## src/rtl/disp_pkg.sv

```systemverilog
// Shared constants for the multiplexed display scanner.
package disp_pkg;
   localparam int DEF_NUM_DIGITS = 8;
   localparam int DEF_DIGIT_W    = 4;
   localparam int DEF_SCAN_DIV   = 1000;
   localparam int DEF_PWM_BITS   = 4;
   // Digit code treated as "zero" for leading-zero blanking.
   localparam int BLANK_CODE     = 0;
endpackage

```

## src/rtl/scan_tick.sv

```systemverilog
// Slot prescaler: counts 0..DIV-1 and raises tick in the wrapping cycle.
module scan_tick
   import disp_pkg::*;
#(
   parameter int DIV = DEF_SCAN_DIV
) (
   input  logic clk,
   input  logic rst_n,
   output logic tick
);
   localparam int CW = (DIV > 2) ? $clog2(DIV) : 1;

   logic [CW-1:0] cnt_q, cnt_d;

   always_comb begin
      tick  = (cnt_q == CW'(DIV - 1));
      cnt_d = tick ? '0 : cnt_q + 1'b1;
   end

   always_ff @(posedge clk) begin
      if (!rst_n) cnt_q <= '0;
      else        cnt_q <= cnt_d;
   end
endmodule

```

## src/rtl/disp_scan.sv

```systemverilog
// Multiplexed digit scanner with shadow/active frame buffering,
// leading-zero blanking and PWM brightness gating.
module disp_scan
   import disp_pkg::*;
#(
   parameter int NUM_DIGITS = DEF_NUM_DIGITS,
   parameter int DIGIT_W    = DEF_DIGIT_W,
   parameter int SCAN_DIV   = DEF_SCAN_DIV,
   parameter int PWM_BITS   = DEF_PWM_BITS
) (
   input  logic                          clk,
   input  logic                          rst_n,
   input  logic [NUM_DIGITS*DIGIT_W-1:0] value,
   input  logic [NUM_DIGITS-1:0]         dp_mask,
   input  logic                          load,
   input  logic [PWM_BITS-1:0]           brightness,
   input  logic                          lz_suppress,
   output logic [DIGIT_W-1:0]            digit_val,
   output logic [NUM_DIGITS-1:0]         digit_sel,
   output logic                          dp,
   output logic                          digit_on,
   output logic                          frame_start
);
   localparam int IW = $clog2(NUM_DIGITS);

   typedef struct packed {
      logic [NUM_DIGITS-1:0][DIGIT_W-1:0] digits;
      logic [NUM_DIGITS-1:0]              dp;
   } frame_t;

   logic                  tick, wrap;
   logic [IW-1:0]         idx_q, idx_d;
   frame_t                shadow_q, shadow_d;
   frame_t                active_q, active_d;
   logic [PWM_BITS-1:0]   pwm_q, pwm_d;
   logic                  zero_tail, blank_d, pwm_on, on_d;
   logic [DIGIT_W-1:0]    digit_val_q, digit_val_d;
   logic [NUM_DIGITS-1:0] digit_sel_q, digit_sel_d;
   logic                  dp_q, dp_d;
   logic                  digit_on_q;
   logic                  frame_start_q, frame_start_d;

   scan_tick #(.DIV(SCAN_DIV)) u_tick (
      .clk   (clk),
      .rst_n (rst_n),
      .tick  (tick)
   );

   always_comb begin
      wrap  = tick && (idx_q == IW'(NUM_DIGITS - 1));
      idx_d = idx_q;
      if (tick) idx_d = wrap ? '0 : idx_q + 1'b1;

      shadow_d = shadow_q;
      if (load) shadow_d = {value, dp_mask};
      // Only the frame wrap publishes the shadow, so a frame never tears.
      active_d = wrap ? shadow_q : active_q;

      pwm_d = pwm_q + 1'b1;
   end

   // Output stage looks at the next index/active so it moves with the index.
   always_comb begin
      zero_tail = 1'b1;
      blank_d   = 1'b0;
      for (int i = NUM_DIGITS - 1; i > 0; i--) begin
         zero_tail = zero_tail && (active_d.digits[i] == DIGIT_W'(BLANK_CODE));
         if (idx_d == IW'(i) && zero_tail) blank_d = lz_suppress;
      end
      pwm_on        = (pwm_q < brightness) || (&brightness);
      on_d          = pwm_on && !blank_d;
      digit_val_d   = active_d.digits[idx_d];
      digit_sel_d   = NUM_DIGITS'(1) << idx_d;
      dp_d          = active_d.dp[idx_d] && on_d;
      frame_start_d = wrap;
   end

   always_ff @(posedge clk) begin
      if (!rst_n) begin
         idx_q         <= '0;
         shadow_q      <= '0;
         active_q      <= '0;
         pwm_q         <= '0;
         digit_val_q   <= '0;
         digit_sel_q   <= NUM_DIGITS'(1);
         dp_q          <= 1'b0;
         digit_on_q    <= 1'b0;
         frame_start_q <= 1'b0;
      end else begin
         idx_q         <= idx_d;
         shadow_q      <= shadow_d;
         active_q      <= active_d;
         pwm_q         <= pwm_d;
         digit_val_q   <= digit_val_d;
         digit_sel_q   <= digit_sel_d;
         dp_q          <= dp_d;
         digit_on_q    <= on_d;
         frame_start_q <= frame_start_d;
      end
   end

   assign digit_val   = digit_val_q;
   assign digit_sel   = digit_sel_q;
   assign dp          = dp_q;
   assign digit_on    = digit_on_q;
   assign frame_start = frame_start_q;
endmodule

```

## config.mk

```make
export PLATFORM = sky130hd
export DESIGN_NAME = disp_scan
export DESIGN_NICKNAME = d
export VERILOG_FILES = /design/src/rtl/disp_pkg.sv /design/src/rtl/scan_tick.sv /design/src/rtl/disp_scan.sv
export SDC_FILE = /design/constraint.sdc
export NUM_CORES = 1
export LEC_CHECK = 0
export CAP_MARGIN = 20
export CORE_ASPECT_RATIO = 0.6
export CORE_MARGIN = 2
export CORE_UTILIZATION = 55
export CTS_CLUSTER_DIAMETER = 60
export DETAILED_ROUTE_END_ITERATION = 12
export GPL_ROUTABILITY_DRIVEN = 0
export PLACE_DENSITY = 0.79
export SLEW_MARGIN = 20
export SYNTH_ARGS = -nofsm -noshare
export SYNTH_HDL_FRONTEND = slang
export SYNTH_SLANG_ARGS = --single-unit
```

## constraint.sdc

```tcl
create_clock -name clk -period 2.5 [get_ports clk]
set_clock_uncertainty 0.1 [all_clocks]
set_input_delay 0.375 -clock clk [delete_from_list [all_inputs] [get_ports clk]]
set_output_delay 0.375 -clock clk [all_outputs]
set_load 0.01 [all_outputs]
```

-- After elaboration in Yosys (flattened, before gate mapping)
Cells that the tools add are included.
- register bits after elaboration: 112
- input port bits: 48
- output and inout port bits: 15
- word-level logic and storage cells: 83
- add/sub/neg operators: 3
- order comparisons: 2
- equality and inequality tests: 9
- shift-type cells: 1
- multiplexer cells: 14
- bitwise gates (word level): 1
- reduce and logical (&&, ||, !) cells: 27
- operator list (kind ; count):
    40-bit two-way mux ; 1
    4-bit logical NOT ; 7
    1-bit logical AND ; 16
    3-bit == test, second input constant ; 5
    4-bit binary-select mux with 3-bit select ; 1
    10-bit by 1-bit adder with 10-bit output, second input constant ; 1
    10-bit == test, second input constant ; 1
    1-bit two-way mux ; 8
    1-bit by 3-bit left shift with 8-bit output, first input constant ; 1
    3-bit by 2-bit == test with 1-bit output, second input constant ; 2
    3-bit two-way mux ; 2
    4-bit by 1-bit adder with 4-bit output, second input constant ; 1
    3-bit by 4-bit less-than comparator with 1-bit output, second input constant ; 1
    4-bit less-than comparator ; 1
    4-bit two-way mux ; 1
    4-bit AND reduction ; 1
    3-bit by 1-bit adder with 3-bit output, second input constant ; 1
    1-bit binary-select mux with 3-bit select ; 1
    3-bit by 1-bit == test with 1-bit output, second input constant ; 1
    2-bit OR reduction ; 1
    1-bit logical NOT ; 1
    1-bit logical OR ; 1
    1-bit inverter ; 1

-- Logic depth before layout (Yosys ltp)
- word-level depth: 16
- depth in mapped cells: 11
- gate-level depth less buffers: 8

-- By module
From an unflattened synthesis, not the netlist that was laid out.
- cells, all modules: 535
- area, all modules: 5058.6 um^2
- modules (own cells, without submodules) (module ; instances ; cells an instance ; area an instance (um^2) ; seq. area each (um^2)):
    disp_scan ; 1 ; 481 ; 4580.6 ; 2042.0
    scan_tick ; 1 ; 54 ; 478.0 ; 200.2

-- Worst setup path after synthesis
OpenSTA, ideal clock, no wires.
- path kind: register to register
- start point: register u_tick.cnt_q[0]
- end point: register digit_val_q[1] (netlist: digit_val[1])
- library setup time: 0.133 ns
- data arrival time: 2.100 ns
- data required time: 2.267 ns
- setup slack: 0.167 ns
- stages on the path, launching flop included: 10
- path buffers: 1
- clock period less this slack: 2.333 ns
- cells stage by stage: dfxtp_1 ha_1 and4b_1 and3_4 buf_6 mux2_2 mux2_2 nor3_1 o41ai_1 o41ai_1
- cells in the longest elaborated chain, start to end: 6
- elaborated cells between the ends (all ways): 7
- those cells by class: 1 x eq/ne; 5 x mux; 1 x reduce/logical
- ends and longest elaborated chain (element ; RTL line ; source):
    start, declared ; scan_tick.sv:13 ; logic [CW-1:0] cnt_q, cnt_d;
    start signal, assigned ; scan_tick.sv:22 ; else cnt_q <= cnt_d;
    10-bit == test (*) ; scan_tick.sv:16 ; tick = (cnt_q == CW'(DIV - 1));
    1-bit logical AND ; disp_scan.sv:50 ; wrap = tick && (idx_q == IW'(NUM_DIGITS - 1));
    3-bit two-way mux (2 in series) ; disp_scan.sv:52 ; if (tick) idx_d = wrap ? '0 : idx_q + 1'b1;
    4-bit binary-select mux with 3-bit select (*) ; disp_scan.sv:72 ; digit_val_d = active_d.digits[idx_d];
    4-bit two-way mux (not written as such) (*) ; disp_scan.sv:72 ;
    end signal, assigned ; disp_scan.sv:94 ; digit_val_q <= digit_val_d;
    end, declared ; disp_scan.sv:37 ; logic [DIGIT_W-1:0] digit_val_q, digit_val_d;
Mark *: on every way between the ends. The rest lies on a longest branch, timed or not. The select of a mux whose other input is x is not followed.
A chain may end at the register's enable or synchronous reset.

-- Worst setup path in the final report
- start point: register u_tick.cnt_q[0]
- end point: register digit_val_q[3] (netlist: digit_val[3])
The elaborated chain is that of the path after synthesis.

==> run metrics <==
Netlist cell types=52; Final Hold Vio Count=0; max cap viols=0; status=finished, violations left; Initial DRT Pass Iterations=5; final WL=11.81 mm; Pins Over Slew Limit=0; initial core utilization=57.09%; initial antenna violation count=0; failing checks=setup timing; Reg2Reg Setup Slack=-0.03 ns; RSZ-0062 raised after global routing=yes; Post-Place Cells=646; syn avg cell area=10.28 sq um; period utilization=101.1%; worst reg2reg endpoint=digit_val[3]; H-tree Lvls=3; # rows=26; HPWL after DPL=7.812 mm; net switching power=748.8 uW; Reg clk slew, reported paths=0.07 ns; ys flop type=dfxtp_1; setup total negative slack=-0.02845 ns; Leak=0.002692 uW; dpl ws=0.03950 ns; Ant. Diodes=0; crit start category=flop; clock sinks=112; YS warnings=0; Via density=5.588; sequential area share after synthesis=45.90%; crit-path leading delay family=multiplexers; crit path DAT=2.70 ns; HP Class=flop to flop; Horiz. Die Dim=125.7 um; post-route ant nets=0; CTS tree=done; vias in the first global route=3540; non-filler cells, final=675; Fmax achieved=0.3955 GHz; WP buf/inv=3; critical path required time=2.67 ns; Power Dens Cells=571.1 nW/um^2; Congestion Overflow GR=0; hold slack=0.3700 ns; power share of the combinational group=7.1%; core area=8556 sq um; I/O Pins=63; crit end category=flop; Worst-Skew Late Latency=0.35 ns; Cell Int Power=2785 uW; Top cell by count, worst path=buf_4; crit-path max cell delay=0.48 ns; CTS Root Cell=clkbuf_16; Mapped Area=4885 sq um; net count after synthesis=530; crit path max fanout=12; cell taking the most area after synthesis=dfxtp_1; Post-synth EDFFs=0; Period minus WS final=2.528 ns; P&R area growth vs syn=26.66%; first-pass GRT wire length=18.27 mm; Worst-Margin Slew=0.6880 ns; Final setup viols=1; Post-Syn Instances=475; die area=9676 sq um; Post-synth ARST share=0%; flops & latches, synth=112; Crit Path Category=flop to flop; Bufs on Longest Clock Path=2; Total GRT Usage=23.63%; worst-path cell chain=ha_1 > and4b_1 > nand4_1 > buf_4 > clkbuf_16 > buf_4 > mux2i_1 > mux4_2 > o22ai_1; via count=3772; 1st-iter DRT viols=372; sequential share of power=53.0%; R2R Path Start=u_tick.cnt_q[0]; # port buffers=62; slowest CP cell=mux4_2; largest net degree at the start of global routing=42; Hold Startpoint=active_q[0]; DRC violations left=0; Clock Power Share=39.9%; Max VDD drop=0.0005598 V; largest cells by area after synthesis=dfxtp_1 46%, mux2i_1 16%, nor2b_1 9.9%; hold_buf cts=0; layout cells sized above 1=14.39%; worst setup margin=-0.02845 ns; CTS Buf Count=9; Sw Share=21.19%; die extent in y=77 um; final net count=614; fillers=600; slew margin rel.=54.13%; hold endpoint=active_q[0]; FF-to-FF path depth=9; WL per Instance=17.49 um; worst hold path stage count=2; top cell type's share of synthesized area=45.90%
-- worst reg2reg max path, cell delays in order, from the launching register on --
cell	delay, ns
dfxtp_1	0.34
ha_1	0.18
and4b_1	0.26
nand4_1	0.23
buf_4	0.23
clkbuf_16	0.18
buf_4	0.16
mux2i_1	0.14
mux4_2	0.48
o22ai_1	0.16
-- placed cells by master, fill, tap and decap left out, types with 5 or more instances in the layout --
master,instances
a21boi_0,6
a21oi_1,7
and2_1,8
and3_1,6
buf_4,31
clkbuf_16,10
clkdlybuf4s50_1,60
dfxtp_1,111
ha_1,6
inv_1,8
mux2i_1,76
mux2i_2,5
nand2_1,28
nand3_1,7
nor2_1,18
nor2b_1,77
nor3_1,12
nor4_1,12
xnor2_1,5
xor2_1,5
-- state kept, by name, summed over array words and instances (netlist names) --
signal        cells
frame_start       1
digit_val         4
pwm_q             4
active_q         40
u_tick.cnt_q     10
idx_q             3
shadow_q         40
dp                1
digit_on          1
digit_sel         8
-- cell usage after synthesis, drive strengths merged, types with 4 or more instances --
master	instances
buf	13
nor4	12
xor2	5
o21ai	4
mux2	5
nor2	18
and3	7
xnor2	5
mux4	4
nand2	29
nand3	7
and2	8
inv	8
a21boi	6
nor3	12
clkbuf	15
dfxtp	112
a21oi	9
ha	7
mux2i	82
nor2b	77
-- per-stage QoR --
| step | util [%] | cell area (sq um) | power (uW) |
|---|---|---|---|
| detailed placement | 66.39 | 5680 | 2160 |
| global placement | 66.39 | 5680 | 2149 |
| CTS | 70.17 | 6003 | 3552 |
| finish | 72.32 | 6187 | 3533 |
| floorplan | - | 4885 | 2036 |
| global route | 72.32 | 6187 | 3673 |
-- metal layers --
layer / up-vias / share of wire, % / track usage (%)
met5: - / 0 / 0
met4: 0 / 1.7 / 5.556
met3: 23 / 7.6 / 6.839
met2: 158 / 43 / 35.24
met1: 1782 / 47 / 33.86
li1: 1809 / - / -
-- how the worst max path moves through the flow --
stage / start / endpoint / slack (ns) / depth (start not counted)
after floorplan: u_tick.cnt_q[0] / digit_val[1] / 0.17 / 9
after global placement: u_tick.cnt_q[1] / digit_val[1] / 0.12 / 8
after detailed placement: u_tick.cnt_q[1] / digit_val[1] / 0.04 / 8
after CTS: u_tick.cnt_q[1] / digit_val[1] / 0.02 / 8
after global routing: u_tick.cnt_q[1] / digit_val[3] / -0.11 / 9
final: u_tick.cnt_q[0] / digit_val[3] / -0.03 / 9
-- repair_timing --
action                                  CTS  global route
resized for setup                         2            15
buffers inserted                          3             9
pin swaps                                 1             4
endpoints found under the hold margin     0             0
cloned                                    0             2
endpoints found under the setup margin    1             4
-- final cells by class --
class                           instances  area [sq um]  share of cell area [%]
Clock inverter                          3         42.54                  0.6876
Multi-Input combinational cell        328          2522                   40.77
Inverter                                8         30.03                  0.4853
Clock buffer                           12         246.5                   3.984
Timing Repair Buffer                  100         962.2                   15.55
Sequential cell                       112          2243                   36.26
Tap cell                              112         140.1                   2.265
-- power groups by stage --
stage | clock, uW | combinational [uW] | sequential [uW]
final | 1410 | 251 | 1870
after global routing | 1530 | 271 | 1880
after CTS | 1430 | 251 | 1870
after detailed placement | 0 | 249 | 1910
after global placement | 0 | 240 | 1910
after floorplan | 0 | 138 | 1900
-- kinds of logic after synthesis --
| group | after synthesis | share of synthesized area (%) |
|---|---|---|
| multiplexers | 91 | 20.54 |
| buffers and inverters | 36 | 3.791 |
| AND/OR/NAND/NOR | 184 | 21.31 |
| flip-flops | 112 | 45.90 |
| AO/OA/AOI/OAI | 35 | 4.867 |
| XOR/XNOR | 10 | 1.793 |
| adder cells (fa/ha/maj) | 7 | 1.793 |
(Power assumes the default switching activity.)
